--- src/rtl/alu_pkg.sv ---
// Shared ALU definitions: op encodings, FSM state encodings and an op-class helper.
// Used by alu_exec_unit, the combinational ALU wrapper and the testbenches.
package alu_pkg;

    localparam logic [3:0] OP_ADD  = 4'd0;
    localparam logic [3:0] OP_SUB  = 4'd1;
    localparam logic [3:0] OP_AND  = 4'd2;
    localparam logic [3:0] OP_OR   = 4'd3;
    localparam logic [3:0] OP_XOR  = 4'd4;
    localparam logic [3:0] OP_SRL  = 4'd5;
    localparam logic [3:0] OP_SLL  = 4'd6;
    localparam logic [3:0] OP_SRA  = 4'd7;
    localparam logic [3:0] OP_SLT  = 4'd8;
    localparam logic [3:0] OP_SLTU = 4'd9;

    typedef enum logic [1:0] {
        ST_IDLE  = 2'd0,
        ST_SHIFT = 2'd1,
        ST_RESP  = 2'd2
    } state_e;

    function automatic logic is_shift_op(input logic [3:0] op);
        return (op == OP_SRL) || (op == OP_SLL) || (op == OP_SRA);
    endfunction

endpackage

--- src/rtl/alu_exec_unit_if.sv ---
// Request/response channel bundle for alu_exec_unit.
// resp_flags exists only when ALU_FLAGS_EN is defined.
interface alu_exec_unit_if #(
    parameter int unsigned XLEN  = 64,
    parameter int unsigned TAG_W = 4
);
    logic             req_valid;
    logic             req_ready;
    logic [XLEN-1:0]  req_a;
    logic [XLEN-1:0]  req_b;
    logic [3:0]       req_op;
    logic [TAG_W-1:0] req_tag;
    logic             resp_valid;
    logic             resp_ready;
    logic [XLEN-1:0]  resp_result;
    logic [TAG_W-1:0] resp_tag;
    logic             resp_err;
`ifdef ALU_FLAGS_EN
    logic [3:0]       resp_flags;
`endif

    modport master (
`ifdef ALU_FLAGS_EN
        input  resp_flags,
`endif
        output req_valid, req_a, req_b, req_op, req_tag, resp_ready,
        input  req_ready, resp_valid, resp_result, resp_tag, resp_err
    );

    modport slave (
`ifdef ALU_FLAGS_EN
        output resp_flags,
`endif
        input  req_valid, req_a, req_b, req_op, req_tag, resp_ready,
        output req_ready, resp_valid, resp_result, resp_tag, resp_err
    );

endinterface

--- src/rtl/alu_shift_step.sv ---
// One bounded shift step: shifts value_i by amt_i (<= SHIFT_STEP) as SRL, SLL or SRA.
// Kept narrow so the iterative shifter never needs a full-width barrel.
module alu_shift_step
    import alu_pkg::*;
#(
    parameter int unsigned XLEN       = 64,
    parameter int unsigned SHIFT_STEP = 8,
    localparam int unsigned SW        = $clog2(SHIFT_STEP) + 1
) (
    input  logic [XLEN-1:0] value_i,
    input  logic [SW-1:0]   amt_i,
    input  logic [3:0]      kind_i,
    output logic [XLEN-1:0] shifted_o
);

    // Select shift flavour; anything not SLL/SRA is treated as SRL.
    always_comb begin
        case (kind_i)
            OP_SLL:  shifted_o = value_i << amt_i;
            OP_SRA:  shifted_o = $unsigned($signed(value_i) >>> amt_i);
            default: shifted_o = value_i >> amt_i;
        endcase
    end

endmodule

--- src/rtl/alu_exec_unit.sv ---
// Sequential 64-bit ALU responder with valid/ready request and response channels.
// Shifts iterate SHIFT_STEP bits per cycle; all other ops answer one cycle after acceptance.
// Optional feature macro: ALU_FLAGS_EN adds registered {N,Z,C,V} on resp_flags.
module alu_exec_unit
    import alu_pkg::*;
#(
    parameter int unsigned XLEN       = 64,
    parameter int unsigned TAG_W      = 4,
    parameter int unsigned SHIFT_STEP = 8
) (
    input logic             clk,
    input logic             rst_n,
    alu_exec_unit_if.slave  bus
);

    localparam int unsigned LW = $clog2(XLEN);
    localparam int unsigned SW = $clog2(SHIFT_STEP) + 1;

    state_e           state_q, state_d;
    logic [XLEN-1:0]  work_q, work_d;
    logic [LW-1:0]    rem_q, rem_d;
    logic [3:0]       kind_q, kind_d;
    logic             resp_valid_q, resp_valid_d;
    logic [XLEN-1:0]  result_q, result_d;
    logic [TAG_W-1:0] tag_q, tag_d;
    logic             err_q, err_d;
`ifdef ALU_FLAGS_EN
    logic [3:0]       flags_q, flags_d;
    logic             alu_c, alu_v;
`endif

    logic             accept;
    logic [LW-1:0]    req_amt;
    logic [XLEN-1:0]  alu_res;
    logic             alu_err;
    logic             take_full;
    logic [SW-1:0]    step_amt;
    logic [LW-1:0]    rem_next;
    logic [XLEN-1:0]  shifted;

    assign bus.req_ready = (state_q == ST_IDLE) || ((state_q == ST_RESP) && bus.resp_ready);
    assign accept        = bus.req_valid && bus.req_ready;
    assign req_amt       = bus.req_b[LW-1:0];

    // Combinational ALU on the live request; only sampled at acceptance.
    always_comb begin
        alu_res = '0;
        alu_err = 1'b0;
        case (bus.req_op)
            OP_ADD:  alu_res = bus.req_a + bus.req_b;
            OP_SUB:  alu_res = bus.req_a - bus.req_b;
            OP_AND:  alu_res = bus.req_a & bus.req_b;
            OP_OR:   alu_res = bus.req_a | bus.req_b;
            OP_XOR:  alu_res = bus.req_a ^ bus.req_b;
            // Only reached with a zero shift amount; nonzero amounts go through ST_SHIFT.
            OP_SRL, OP_SLL, OP_SRA: alu_res = bus.req_a;
            OP_SLT:  alu_res = {{(XLEN-1){1'b0}}, $signed(bus.req_a) < $signed(bus.req_b)};
            OP_SLTU: alu_res = {{(XLEN-1){1'b0}}, bus.req_a < bus.req_b};
            default: alu_err = 1'b1;
        endcase
    end

`ifdef ALU_FLAGS_EN
    // Carry and signed overflow for ADD/SUB; zero for every other op.
    always_comb begin
        logic [XLEN:0] add_ext;
        add_ext = {1'b0, bus.req_a} + {1'b0, bus.req_b};
        alu_c   = 1'b0;
        alu_v   = 1'b0;
        if (bus.req_op == OP_ADD) begin
            alu_c = add_ext[XLEN];
            alu_v = (bus.req_a[XLEN-1] == bus.req_b[XLEN-1]) &&
                    (alu_res[XLEN-1] != bus.req_a[XLEN-1]);
        end else if (bus.req_op == OP_SUB) begin
            alu_c = (bus.req_a >= bus.req_b);
            alu_v = (bus.req_a[XLEN-1] != bus.req_b[XLEN-1]) &&
                    (alu_res[XLEN-1] != bus.req_a[XLEN-1]);
        end
    end
`endif

    // With SHIFT_STEP == XLEN every remaining amount fits in a single step.
    if (SHIFT_STEP >= XLEN) begin : g_step_full
        assign take_full = 1'b0;
    end else begin : g_step_part
        assign take_full = (rem_q >= LW'(SHIFT_STEP));
    end

    assign step_amt = take_full ? SW'(SHIFT_STEP) : SW'(rem_q);
    assign rem_next = take_full ? rem_q - LW'(SHIFT_STEP) : '0;

    alu_shift_step #(
        .XLEN       (XLEN),
        .SHIFT_STEP (SHIFT_STEP)
    ) u_shift_step (
        .value_i   (work_q),
        .amt_i     (step_amt),
        .kind_i    (kind_q),
        .shifted_o (shifted)
    );

    // Next-state: FSM transitions, shift iteration and response register loads.
    always_comb begin
        state_d      = state_q;
        work_d       = work_q;
        rem_d        = rem_q;
        kind_d       = kind_q;
        resp_valid_d = resp_valid_q;
        result_d     = result_q;
        tag_d        = tag_q;
        err_d        = err_q;
`ifdef ALU_FLAGS_EN
        flags_d      = flags_q;
`endif
        case (state_q)
            ST_SHIFT: begin
                work_d = shifted;
                rem_d  = rem_next;
                if (rem_next == '0) begin
                    state_d      = ST_RESP;
                    resp_valid_d = 1'b1;
                    result_d     = shifted;
                    err_d        = 1'b0;
`ifdef ALU_FLAGS_EN
                    flags_d      = {shifted[XLEN-1], shifted == '0, 2'b00};
`endif
                end
            end
            default: begin
                if ((state_q == ST_RESP) && bus.resp_ready) begin
                    resp_valid_d = 1'b0;
                    state_d      = ST_IDLE;
                end
                if (accept) begin
                    tag_d = bus.req_tag;
                    if (is_shift_op(bus.req_op) && (req_amt != '0)) begin
                        state_d      = ST_SHIFT;
                        work_d       = bus.req_a;
                        rem_d        = req_amt;
                        kind_d       = bus.req_op;
                        resp_valid_d = 1'b0;
                        err_d        = 1'b0;
                    end else begin
                        state_d      = ST_RESP;
                        resp_valid_d = 1'b1;
                        result_d     = alu_res;
                        err_d        = alu_err;
`ifdef ALU_FLAGS_EN
                        flags_d      = {alu_res[XLEN-1], alu_res == '0, alu_c, alu_v};
`endif
                    end
                end
            end
        endcase
    end

    // State and response registers; reset drops any in-flight op.
    always_ff @(posedge clk or negedge rst_n) begin
        if (!rst_n) begin
            state_q      <= ST_IDLE;
            work_q       <= '0;
            rem_q        <= '0;
            kind_q       <= '0;
            resp_valid_q <= 1'b0;
            result_q     <= '0;
            tag_q        <= '0;
            err_q        <= 1'b0;
`ifdef ALU_FLAGS_EN
            flags_q      <= '0;
`endif
        end else begin
            state_q      <= state_d;
            work_q       <= work_d;
            rem_q        <= rem_d;
            kind_q       <= kind_d;
            resp_valid_q <= resp_valid_d;
            result_q     <= result_d;
            tag_q        <= tag_d;
            err_q        <= err_d;
`ifdef ALU_FLAGS_EN
            flags_q      <= flags_d;
`endif
        end
    end

    assign bus.resp_valid  = resp_valid_q;
    assign bus.resp_result = result_q;
    assign bus.resp_tag    = tag_q;
    assign bus.resp_err    = err_q;
`ifdef ALU_FLAGS_EN
    assign bus.resp_flags  = flags_q;
`endif

endmodule
--- src/flat_wrapper.sv ---
// flat-port wrapper written by rule: the top's interface ports become plain ports
module alu_exec_unit_flat import alu_pkg::*;
#(
    parameter int unsigned XLEN       = 64,
    parameter int unsigned TAG_W      = 4,
    parameter int unsigned SHIFT_STEP = 8
)
  (clk, rst_n, bus_req_valid, bus_req_a, bus_req_b, bus_req_op, bus_req_tag, bus_resp_ready, bus_req_ready, bus_resp_valid, bus_resp_result, bus_resp_tag, bus_resp_err);
  alu_exec_unit_if #(.XLEN(XLEN), .TAG_W(TAG_W)) bus_i ();
  input logic clk;
  input logic rst_n;
  input wire logic [$bits(bus_i.req_valid)-1:0] bus_req_valid;
  input wire logic [$bits(bus_i.req_a)-1:0] bus_req_a;
  input wire logic [$bits(bus_i.req_b)-1:0] bus_req_b;
  input wire logic [$bits(bus_i.req_op)-1:0] bus_req_op;
  input wire logic [$bits(bus_i.req_tag)-1:0] bus_req_tag;
  input wire logic [$bits(bus_i.resp_ready)-1:0] bus_resp_ready;
  output wire logic [$bits(bus_i.req_ready)-1:0] bus_req_ready;
  output wire logic [$bits(bus_i.resp_valid)-1:0] bus_resp_valid;
  output wire logic [$bits(bus_i.resp_result)-1:0] bus_resp_result;
  output wire logic [$bits(bus_i.resp_tag)-1:0] bus_resp_tag;
  output wire logic [$bits(bus_i.resp_err)-1:0] bus_resp_err;
  assign bus_i.req_valid = bus_req_valid;
  assign bus_i.req_a = bus_req_a;
  assign bus_i.req_b = bus_req_b;
  assign bus_i.req_op = bus_req_op;
  assign bus_i.req_tag = bus_req_tag;
  assign bus_i.resp_ready = bus_resp_ready;
  assign bus_req_ready = bus_i.req_ready;
  assign bus_resp_valid = bus_i.resp_valid;
  assign bus_resp_result = bus_i.resp_result;
  assign bus_resp_tag = bus_i.resp_tag;
  assign bus_resp_err = bus_i.resp_err;
  alu_exec_unit #(.XLEN(XLEN), .TAG_W(TAG_W), .SHIFT_STEP(SHIFT_STEP)) u_core (.clk(clk), .rst_n(rst_n), .bus(bus_i));
endmodule
--- config.mk ---
export PLATFORM = sky130hd
export DESIGN_NAME = alu_exec_unit_flat
export DESIGN_NICKNAME = d
export VERILOG_FILES = /design/src/rtl/alu_pkg.sv /design/src/rtl/alu_exec_unit_if.sv /design/src/rtl/alu_shift_step.sv /design/src/rtl/alu_exec_unit.sv /design/src/flat_wrapper.sv
export SDC_FILE = /design/constraint.sdc
export NUM_CORES = 1
export LEC_CHECK = 0
export CELL_PAD_IN_SITES_DETAIL_PLACEMENT = 1
export CELL_PAD_IN_SITES_GLOBAL_PLACEMENT = 2
export CORE_MARGIN = 5
export CORE_UTILIZATION = 30
export CTS_CLUSTER_DIAMETER = 80
export DETAILED_ROUTE_END_ITERATION = 12
export PLACE_DENSITY_LB_ADDON = 0.1
export SYNTH_ARGS = -nofsm -noshare
export SYNTH_HDL_FRONTEND = slang
export SYNTH_SLANG_ARGS = --single-unit
--- constraint.sdc ---
create_clock -name clk -period 8.33 [get_ports clk]
set_clock_uncertainty 0.2 [all_clocks]
set_input_delay 0.833 -clock clk [delete_from_list [all_inputs] [get_ports clk]]
set_output_delay 0.833 -clock clk [all_outputs]
set_load 0.01 [all_outputs]
**Word-level counts from Yosys, hierarchy flattened**

Cells that the tools add are included.

- $add $sub $neg: 3
- $lt $le $gt $ge: 3
- Equality and inequality tests: 15
- Shifts and indexed selects: 3
- Multiplexer cells: 29
- Bitwise operators: 4
- Reductions and logical operators: 21

Operators with widths:

| operator | number |
|---|---|
| 64-bit one-hot mux with 8 select lines | 1 |
| 64-bit 2-to-1 mux | 7 |
| 64-bit less-than comparator | 2 |
| 64-bit one-hot mux with 2 select lines | 1 |
| 64-bit adder | 1 |
| 64-bit bitwise AND | 1 |
| 64-bit bitwise OR | 1 |
| 64-bit by 4-bit left shift with 64-bit output | 1 |
| 64-bit by 4-bit right shift with 64-bit output | 1 |
| 64-bit by 4-bit >>> shifter with 64-bit output | 1 |
| 64-bit subtractor | 1 |
| 64-bit bitwise XOR | 1 |
| 4-bit by 3-bit equality test with 1-bit output, second input constant | 6 |
| 6-bit 2-to-1 mux | 4 |
| 1-bit 2-to-1 mux | 10 |
| 2-bit 2-to-1 mux | 5 |
| 10-bit OR reduction | 1 |
| 4-bit by 2-bit equality test with 1-bit output, second input constant | 2 |
| 4-bit equality test, second input constant | 2 |
| 2-bit AND reduction | 4 |
| 6-bit by 4-bit >= comparator with 1-bit output, second input constant | 1 |
| 6-bit logical NOT | 1 |
| 3-bit AND reduction | 2 |
| 6-bit nonzero test | 1 |
| 15 further kinds | 20 |

- Flip-flop bits (word level): 146
- Bits of input ports: 140
- Output and inout port bits: 71
- Word-level logic and storage cells: 86

**Longest topological paths before layout**

Gate-level depths: netlist of the first run.

- Word-level depth: 7
- Depth in mapped cells: 15
- Gate-level depth less buffers: 14

**By module**

A second synthesis of the first run with hierarchy kept.

- Cells, all modules: 3320
- Area, all modules: 24808.8 um2

By module, submodules not included:

| module | times used | cells each | area each (um2) | sequential area each (um2) |
|---|---|---|---|---|
| alu_exec_unit | 1 | 2482 | 18023.5 | 3628.5 |
| alu_shift_step | 1 | 838 | 6785.3 | 0.0 |

**Least setup slack after synthesis of the first run**

OpenSTA, ideal clock, no wires.

- Path kind: input to register
- Start point: input port bus_req_a[0]
- End point: register u_core.result_q[62], in the netlist u_core.bus.resp_result[62]
- Library setup time: 0.069 ns
- Arrival time: 3.765 ns
- Required time: 8.061 ns
- Path slack: 4.296 ns
- Stages: 14
- Path buffers: 0
- Cell sequence: inv_1 ha_1 fa_1 o21ba_2 or4_4 a21oi_2 o21ai_1 a31oi_1 a21oi_1 a21oi_2 a31oi_1 o2111ai_1 or4b_1 nand3_1

- Longest elaborated chain between the ends: 5
- Elaborated cells between the ends (all ways): 6
- Classes of those cells: add/sub (2); mux (4)

RTL lines:

| element | RTL line | text |
|---|---|---|
| start: declaration | flat_wrapper.sv:13 | `input wire logic [$bits(bus_i.req_a)-1:0] bus_req_a;` |
| 64-bit subtractor or 64-bit adder (tied branches) | alu_exec_unit.sv:51, alu_exec_unit.sv:50 |  |
| 64-bit one-hot mux with 8 select lines (*) | alu_exec_unit.sv:49 | `case (bus.req_op)` |
| 64-bit 2-to-1 mux (*) | alu_exec_unit.sv:136 | `if (is_shift_op(bus.req_op) && (req_amt != '0)) begin` |
| 64-bit 2-to-1 mux (*) | alu_exec_unit.sv:134 | `if (accept) begin` |
| 64-bit 2-to-1 mux (*) | alu_exec_unit.sv:115 | `case (state_q)` |
| end signal: assignment | alu_exec_unit.sv:177 | `result_q <= result_d;` |
| end: declaration | alu_exec_unit.sv:24 | `logic [XLEN-1:0] result_q, result_d;` |

Every way passes the cells marked *; elsewhere a longest branch is shown, timed or not. The select of a mux whose other input is x is not followed.
A chain may end at the register's enable or synchronous reset.

**Final worst setup path of the first run**

- Start point: input port bus_req_a[11]
- End point: register u_core.result_q[49], in the netlist u_core.bus.resp_result[49]

The elaborated chain is that of the path after synthesis.

==> results of run 1 <==
==> cells in the mapped netlist, types with 25 or more instances <==
| cell | count | share of area, % |
|---|---|---|
| a211oi_1 | 51 | 1.6 |
| a21o_1 | 34 | 1.1 |
| a21oi_1 | 256 | 5.5 |
| a221oi_1 | 46 | 1.7 |
| a222oi_1 | 25 | 1.1 |
| a31oi_1 | 61 | 1.6 |
| buf_1 | 31 | 0.50 |
| buf_2 | 48 | 1.0 |
| clkbuf_1 | 174 | 2.8 |
| dfrtp_1 | 145 | 16 |
| ha_1 | 224 | 12 |
| inv_1 | 193 | 3.1 |
| mux2i_1 | 189 | 8.1 |
| nand2_1 | 265 | 4.3 |
| nand2b_1 | 51 | 1.4 |
| nand3_1 | 87 | 1.9 |
| nand4_1 | 33 | 0.88 |
| nor2_1 | 375 | 6.0 |
| nor3_1 | 78 | 1.7 |
| nor4_1 | 38 | 1.0 |
| o211ai_1 | 70 | 2.2 |
| o21ai_0 | 307 | 6.6 |
| o21bai_1 | 47 | 1.5 |
| o31ai_1 | 35 | 1.1 |
| xnor2_1 | 38 | 1.4 |
==> per-stage QoR <==
step           instances  power (W)  hold WS [ns]
3_5_place_dp        4319    0.00672         0.271
3_3_place_gp        4319    0.00668         0.258
4_1_cts             4351    0.00756         0.255
5_1_grt             4351    0.00807         0.286
2_1_floorplan       3278    0.00440         0.249
6_report            4357    0.00768         0.230
==> flip-flops by register name (all words and copies together), names as in the netlist <==
| register | cells |
|---|---|
| u_core.bus.resp_result | 64 |
| u_core.work_q | 64 |
| u_core.rem_q | 6 |
| u_core.bus.resp_tag | 4 |
| u_core.kind_q | 4 |
| u_core.bus.resp_err | 1 |
| u_core.bus.resp_valid | 1 |
| u_core.state_q | 1 |
==> worst max-delay path, stage by stage <==
cell and delay [ns]:
clkdlybuf4s50_1 0.71, inv_1 0.08, ha_1 0.45, inv_1 0.23, o221ai_1 0.52, o2111ai_1 0.38, nor4_2 0.58, o31ai_2 0.26
a31o_2 0.37, a211o_2 0.39, xnor2_1 0.13, a2111oi_0 0.82, a31oi_1 0.38, o22a_1 0.25
==> cell usage in the layout (no fill, tap or decap), types with 20 or more instances in the layout <==
cell type,count
a221oi_1,46
nand4_1,33
a222oi_1,25
a21oi_1,256
nand2_1,264
o31ai_1,35
a211oi_1,51
dfrtp_1,144
o21ai_0,307
nor3_1,76
nand2b_1,49
nand3_1,85
inv_1,193
o221ai_1,23
a21o_1,34
o211ai_1,70
a22oi_1,21
o311ai_0,20
a31oi_1,60
buf_4,49
or3_1,20
o22ai_1,22
mux2i_1,189
nor2_1,372
clkdlybuf4s50_1,209
o21bai_1,47
xnor2_1,38
nor4_1,36
ha_1,224
==> area by class of cell <==
cell class                      count  area share [%]
Multi-Input combinational cell   2680            67.4
Clock buffer                       20            1.74
Clock inverter                     12           0.453
Sequential cell                   145            13.6
Timing Repair Buffer              259            9.23
Inverter                          195            2.73
Antenna cell                        6          0.0561
Tap cell                         1040            4.86
==> power by group through the flow <==
stage	clock network [W]	registers, W	logic (W)
2_1_floorplan	0	0.00137	0.00303
3_3_place_gp	0	0.00170	0.00498
3_5_place_dp	0	0.00170	0.00502
4_1_cts	0.000824	0.00169	0.00505
5_1_grt	0.000849	0.00174	0.00549
6_report	0.000815	0.00172	0.00514
==> worst paths after layout <==
check / from / end / slack, ns / cells past startpoint
max in group asynchronous: rst_n / u_core.rem_q[2]$_DFFE_PN0P_ / 6.03 / 2
min in group clk: u_core.bus.resp_result[33]$_DFFE_PN0P_ / u_core.bus.resp_result[33]$_DFFE_PN0P_ / 0.29 / 2
worst max register to register: u_core.rem_q[1]$_DFFE_PN0P_ / u_core.work_q[23]$_DFFE_PN0P_ / 2.85 / 12
worst min-delay path: rst_n / u_core.bus.resp_tag[3]$_DFFE_PN0P_ / 0.23 / 1
worst max-delay path: bus_req_a[11] / u_core.bus.resp_result[49]$_DFFE_PN0P_ / 2.06 / 14
worst min register to register: u_core.bus.resp_result[33]$_DFFE_PN0P_ / u_core.bus.resp_result[33]$_DFFE_PN0P_ / 0.29 / 2
==> cell families after synthesis <==
group           Yosys count
compound gates         1164
xor+xnor                 41
fa+ha+maj               226
buf+inv                 453
flops                   145
mux                     212
simple gates           1037
==> layer usage <==
layer | wire (µm) | up-vias
li1 | - | 12104
met1 | 65600 | 14078
met2 | 58100 | 1083
met3 | 9880 | 137
met4 | 2490 | 2
met5 | 13 | -
==> results.py, run 1 <==
metrics = {
    "run_status": {
        "outcome": "finished, final reports clean",
    },
    "floorplanning": {
        "rows": 102,
        "pin_count": 211,
        "chipWidth_um": 289,
        "core-area_um2": 77300,
        "initial_core_util_pct": 30.2,
        "die_area_um2": 83500,
        "die_h_um": 289,
    },
    "sta": {
        "finalCriticalPeriod_ns": 6.27,
        "hold_viol": 0,
        "fmax_ghz": 0.160,
        "maxSlewViolCount": 0,
        "fin_crit_sh_pct": 75.2,
        "setup_viol": 0,
        "rsz0062_at_grt": "no",
        "worst_pin_slew_ns": 1.36,
        "layout_setup_ws_ns": 2.06,
        "relSlewSlack_pct": 8.45,
        "fin_tns_setup_ns": 0,
    },
    "logic_synthesis": {
        "seq_area_frac_synth_pct": 15.5,
        "synth_compound_area_share_pct": 32.7,
        "async_flop_share_pct": 100,
        "synth_top_family_by_area": "compound AO/OA/AOI/OAI gates",
        "synthMuxAreaShare_pct": 9.98,
        "synth_cells": 3278,
        "syn_avg_cell_area_um2": 7.13,
        "yosysUniqueCellTypes": 101,
        "synth_edf_count": 0,
        "syn-cell-area_um2": 23400,
        "synth_ff_type": "dfrtp_1",
        "synth_seq_cells": 145,
        "yosys_warnings": 0,
        "syn_nets": 3644,
        "synth_simple_gate_area_share_pct": 20.4,
        "synth_xor_area_share_pct": 1.54,
        "synthAdderAreaFrac_pct": 12.2,
    },
    "power": {
        "swShare_pct": 57.3,
        "power.switching_w": 0.00440,
        "power_density_nw_per_um2": 287,
        "pwr-share-clk_pct": 10.6,
        "power.share.combinational_pct": 67.0,
        "intPower_w": 0.00328,
        "peakVddDrop_mv": 0.181,
        "p_leak_nw": 11.2,
        "seqPwrFrac_pct": 22.4,
    },
    "clocking": {
        "cts_tree": "yes",
        "htree_levels": 4,
        "cts_setup_buffers": 0,
        "cts_hold_buf": 0,
        "cts_made_buffers": 17,
        "cts_root_buf": "clkbuf_16",
        "clk_pin_slew_ns": 0.07,
        "clk_latency_ns": 0.46,
        "cts_buffer_depth": 2,
        "cts_num_sinks": 145,
        "ctsResizeCount": 0,
    },
    "worst_setup_path": {
        "critPathCaptureType": "register",
        "required_ns": 8.47,
        "critical_path_class": "primary input to register",
        "critPathLaunchType": "primary input",
        "critPathArrivalTime_ns": 6.40,
        "critical_path.max_fanout": 8,
    },
    "cells_and_area": {
        "areaGrowthSynthToFinish_pct": 14.7,
        "seqCellArea_um2": 3630,
        "multi_input_area_um2": 18000,
        "drive_gt1_share_pct": 5.38,
        "fin_area_um2": 26800,
        "final_util_pct": 34.6,
        "final_nets": 3664,
        "fillCellCount": 9536,
    },
    "global_route": {
        "grt_max_degree": 91,
        "grt_usage_pct": 31.1,
        "use_met1_pct": 47.1,
        "overflow": 0,
        "grt_antenna_before_repair": 7,
        "top_usage_layer": "met1",
        "first_global_vias": 27122,
        "grtUsageMet2_pct": 46.9,
        "grt_pass1_wl_um": 194000,
        "gr-usage-met3_pct": 4.74,
    },
    "routing": {
        "wl_per_cell_um": 31.2,
        "drc_errors": 0,
        "avgViaCountPerCell": 6.29,
        "vias": 27404,
        "firstDrtPassIters": 7,
        "wl_um": 136000,
        "dr.first_iter.drc_count": 3180,
        "ant_nets": 0,
    },
    "min_path": {
        "hold_class": "primary input to asynchronous set/reset pin",
    },
    "placed_design": {
        "hpwl_um": 106000,
        "place.gp.congestion": 0.978,
        "pre_cts_ws_ns": 2.01,
        "placed_area_um2": 26200,
        "io_buffers": 210,
    },
    "run": {
        "drv_cap": 0,
    },
}
Power figures use the tool's default switching activity.
==> inputs of run 2 (changes only) <==
clock period = 5.3 ns   (was 8.33 ns; I/O delays follow)
==> run 2 against run 1 <==
Net effect: non-clock buffer count is 151 higher; sequential share of layout area is 0.59 points lower; global-route usage is 0.70 points higher; flip-flop and latch count stayed put; highest routed layer is now met4; first-iteration DRC count is 5.3% lower; design area is 4.5% higher; largest power group unchanged; largest cell class unchanged.
==> results.py, run 2 (synthesis results as in run 1) <==
metrics = {
    "run_status": {
        "outcome": "finished, final reports clean",
    },
    "clocking": {
        "cts_tree": "yes",
        "htree_levels": 4,
        "clk_pin_slew_ns": 0.08,
        "cts_hold_buf": 1,
        "cts_root_buf": "clkbuf_16",
        "cts_setup_buffers": 0,
        "cts_made_buffers": 17,
        "ctsResizeCount": 0,
        "cts_num_sinks": 145,
        "cts_buffer_depth": 2,
        "clk_latency_ns": 0.49,
    },
    "global_route": {
        "grt_antenna_before_repair": 7,
        "overflow": 0,
        "gr-usage-met3_pct": 5.28,
        "use_met1_pct": 48.2,
        "grt_pass1_wl_um": 199000,
        "grt_usage_pct": 31.8,
        "first_global_vias": 27726,
        "top_usage_layer": "met1",
        "grt_max_degree": 102,
        "grtUsageMet2_pct": 48.1,
    },
    "min_path": {
        "min-delay-start": "u_core.bus.resp_result[11]$_DFFE_PN0P_",
        "hold_depth": 2,
        "hold_class": "register to register",
        "holdPathEnd": "u_core.bus.resp_result[11]$_DFFE_PN0P_",
    },
    "floorplanning": {
        "chipWidth_um": 289,
        "rows": 102,
        "pin_count": 211,
        "die_h_um": 289,
        "core-area_um2": 77300,
        "die_area_um2": 83500,
        "initial_core_util_pct": 30.2,
    },
    "routing": {
        "wl_um": 138000,
        "avgViaCountPerCell": 6.15,
        "firstDrtPassIters": 8,
        "drc_errors": 0,
        "wl_per_cell_um": 30.6,
        "vias": 27701,
        "ant_nets": 0,
        "dr.first_iter.drc_count": 3013,
    },
    "worst_setup_path": {
        "reg2reg_to": "u_core.bus.resp_result[36]$_DFFE_PN0P_",
        "required_ns": 5.47,
        "critPathCaptureType": "register",
        "r2r-start": "u_core.rem_q[1]$_DFFE_PN0P_",
        "critPathArrivalTime_ns": 4.89,
        "critPathLaunchType": "primary input",
        "reg2regPathDepth": 9,
        "critical_path_class": "primary input to register",
        "critical_path.max_fanout": 10,
        "r2r_slack_ns": 0.99,
    },
    "cells_and_area": {
        "areaGrowthSynthToFinish_pct": 19.9,
        "mostFrequentLayoutCell": "nor2_1",
        "drive_gt1_share_pct": 9.42,
        "final_nets": 3815,
        "mostFrequentLayoutCells": "372 x nor2_1, 307 x o21ai_0, 264 x nand2_1",
        "final_util_pct": 36.2,
        "fin_area_um2": 28000,
    },
    "placed_design": {
        "hpwl_um": 109000,
        "placed_area_um2": 27400,
        "io_buffers": 210,
        "place.gp.congestion": 0.958,
    },
    "power": {
        "power.total_w": 0.0121,
        "peakVddDrop_mv": 0.242,
        "power_density_nw_per_um2": 433,
        "p_leak_nw": 12.0,
    },
    "sta": {
        "finalCriticalPeriod_ns": 4.71,
        "hold_viol": 0,
        "maxSlewViolCount": 0,
        "fmax_ghz": 0.212,
        "relSlewSlack_pct": 20.2,
        "fin_crit_sh_pct": 88.9,
        "rsz0062_at_grt": "no",
        "setup_viol": 0,
        "worst_pin_slew_ns": 1.20,
        "fin_tns_setup_ns": 0,
    },
    "run": {
        "drv_cap": 0,
    },
}
-- run 2: changes by cell type in the layout (fill, tap and decap cells not counted), moves of 3 or more --
cell,delta
inv_6,+3
buf_12,+8
buf_4,+142
clkbuf_8,-3
-- run 2: worst max-delay path by stage --
stage                     slack [ns]     startpoint                                endpoint
final                           0.59  bus_req_a[26]  u_core.bus.resp_result[57]$_DFFE_PN0P_
after global routing            0.28  bus_req_a[20]  u_core.bus.resp_result[31]$_DFFE_PN0P_
after CTS                       0.65  bus_req_a[20]  u_core.bus.resp_result[31]$_DFFE_PN0P_
after detailed placement        0.15  bus_req_a[20]  u_core.bus.resp_result[31]$_DFFE_PN0P_
after global placement          0.19  bus_req_a[20]  u_core.bus.resp_result[31]$_DFFE_PN0P_
after floorplan                 1.57   bus_req_a[0]  u_core.bus.resp_result[62]$_DFFE_PN0P_
-- run 2: cell type report --
type | instances | area (µm²)
Fill cell | 9600 | 49300
Multi-Input combinational cell | 2680 | 18000
Timing Repair Buffer | 410 | 3710
Sequential cell | 145 | 3630
Tap cell | 1040 | 1300
Inverter | 195 | 732
Clock buffer | 18 | 429
Clock inverter | 14 | 144
Antenna cell | 5 | 12.5
-- run 2: power breakdown --
group | leakage, nW | internal [W] | switching [W]
Sequential | 1.78 | 0.00164 | 0.000985
Clock | 0.281 | 0.000661 | 0.000601
Combinational | 9.93 | 0.00301 | 0.00522
-- run 2: metrics by stage --
stage,setup slack [ns],std cells,hold slack [ns]
2_1_floorplan,1.57,3278,0.0344
4_1_cts,0.646,4502,0.295
3_5_place_dp,0.154,4469,0.275
3_3_place_gp,0.194,4469,0.267
5_1_grt,0.276,4504,0.316
6_report,0.587,4507,0.287
-- run 2: metal layers --
layer	wire length, µm	share of wire [%]
met1	67100	49
met3	9600	7.0
met5	0	0
met4	1940	1.4
met2	59200	43
-- run 2: worst max-delay path: stages --
cell             delay (ns)
clkdlybuf4s50_1        0.56
inv_1                  0.21
ha_1                   0.52
nand4_1                0.22
nor2_1                 0.32
nor4b_1                0.46
buf_4                  0.20
and3_1                 0.15
a21o_1                 0.22
a221oi_1               0.16
or3_1                  0.48
o41ai_2                0.25
buf_4                  0.18
mux2i_1                0.07
o31ai_1                0.25
a21oi_1                0.10
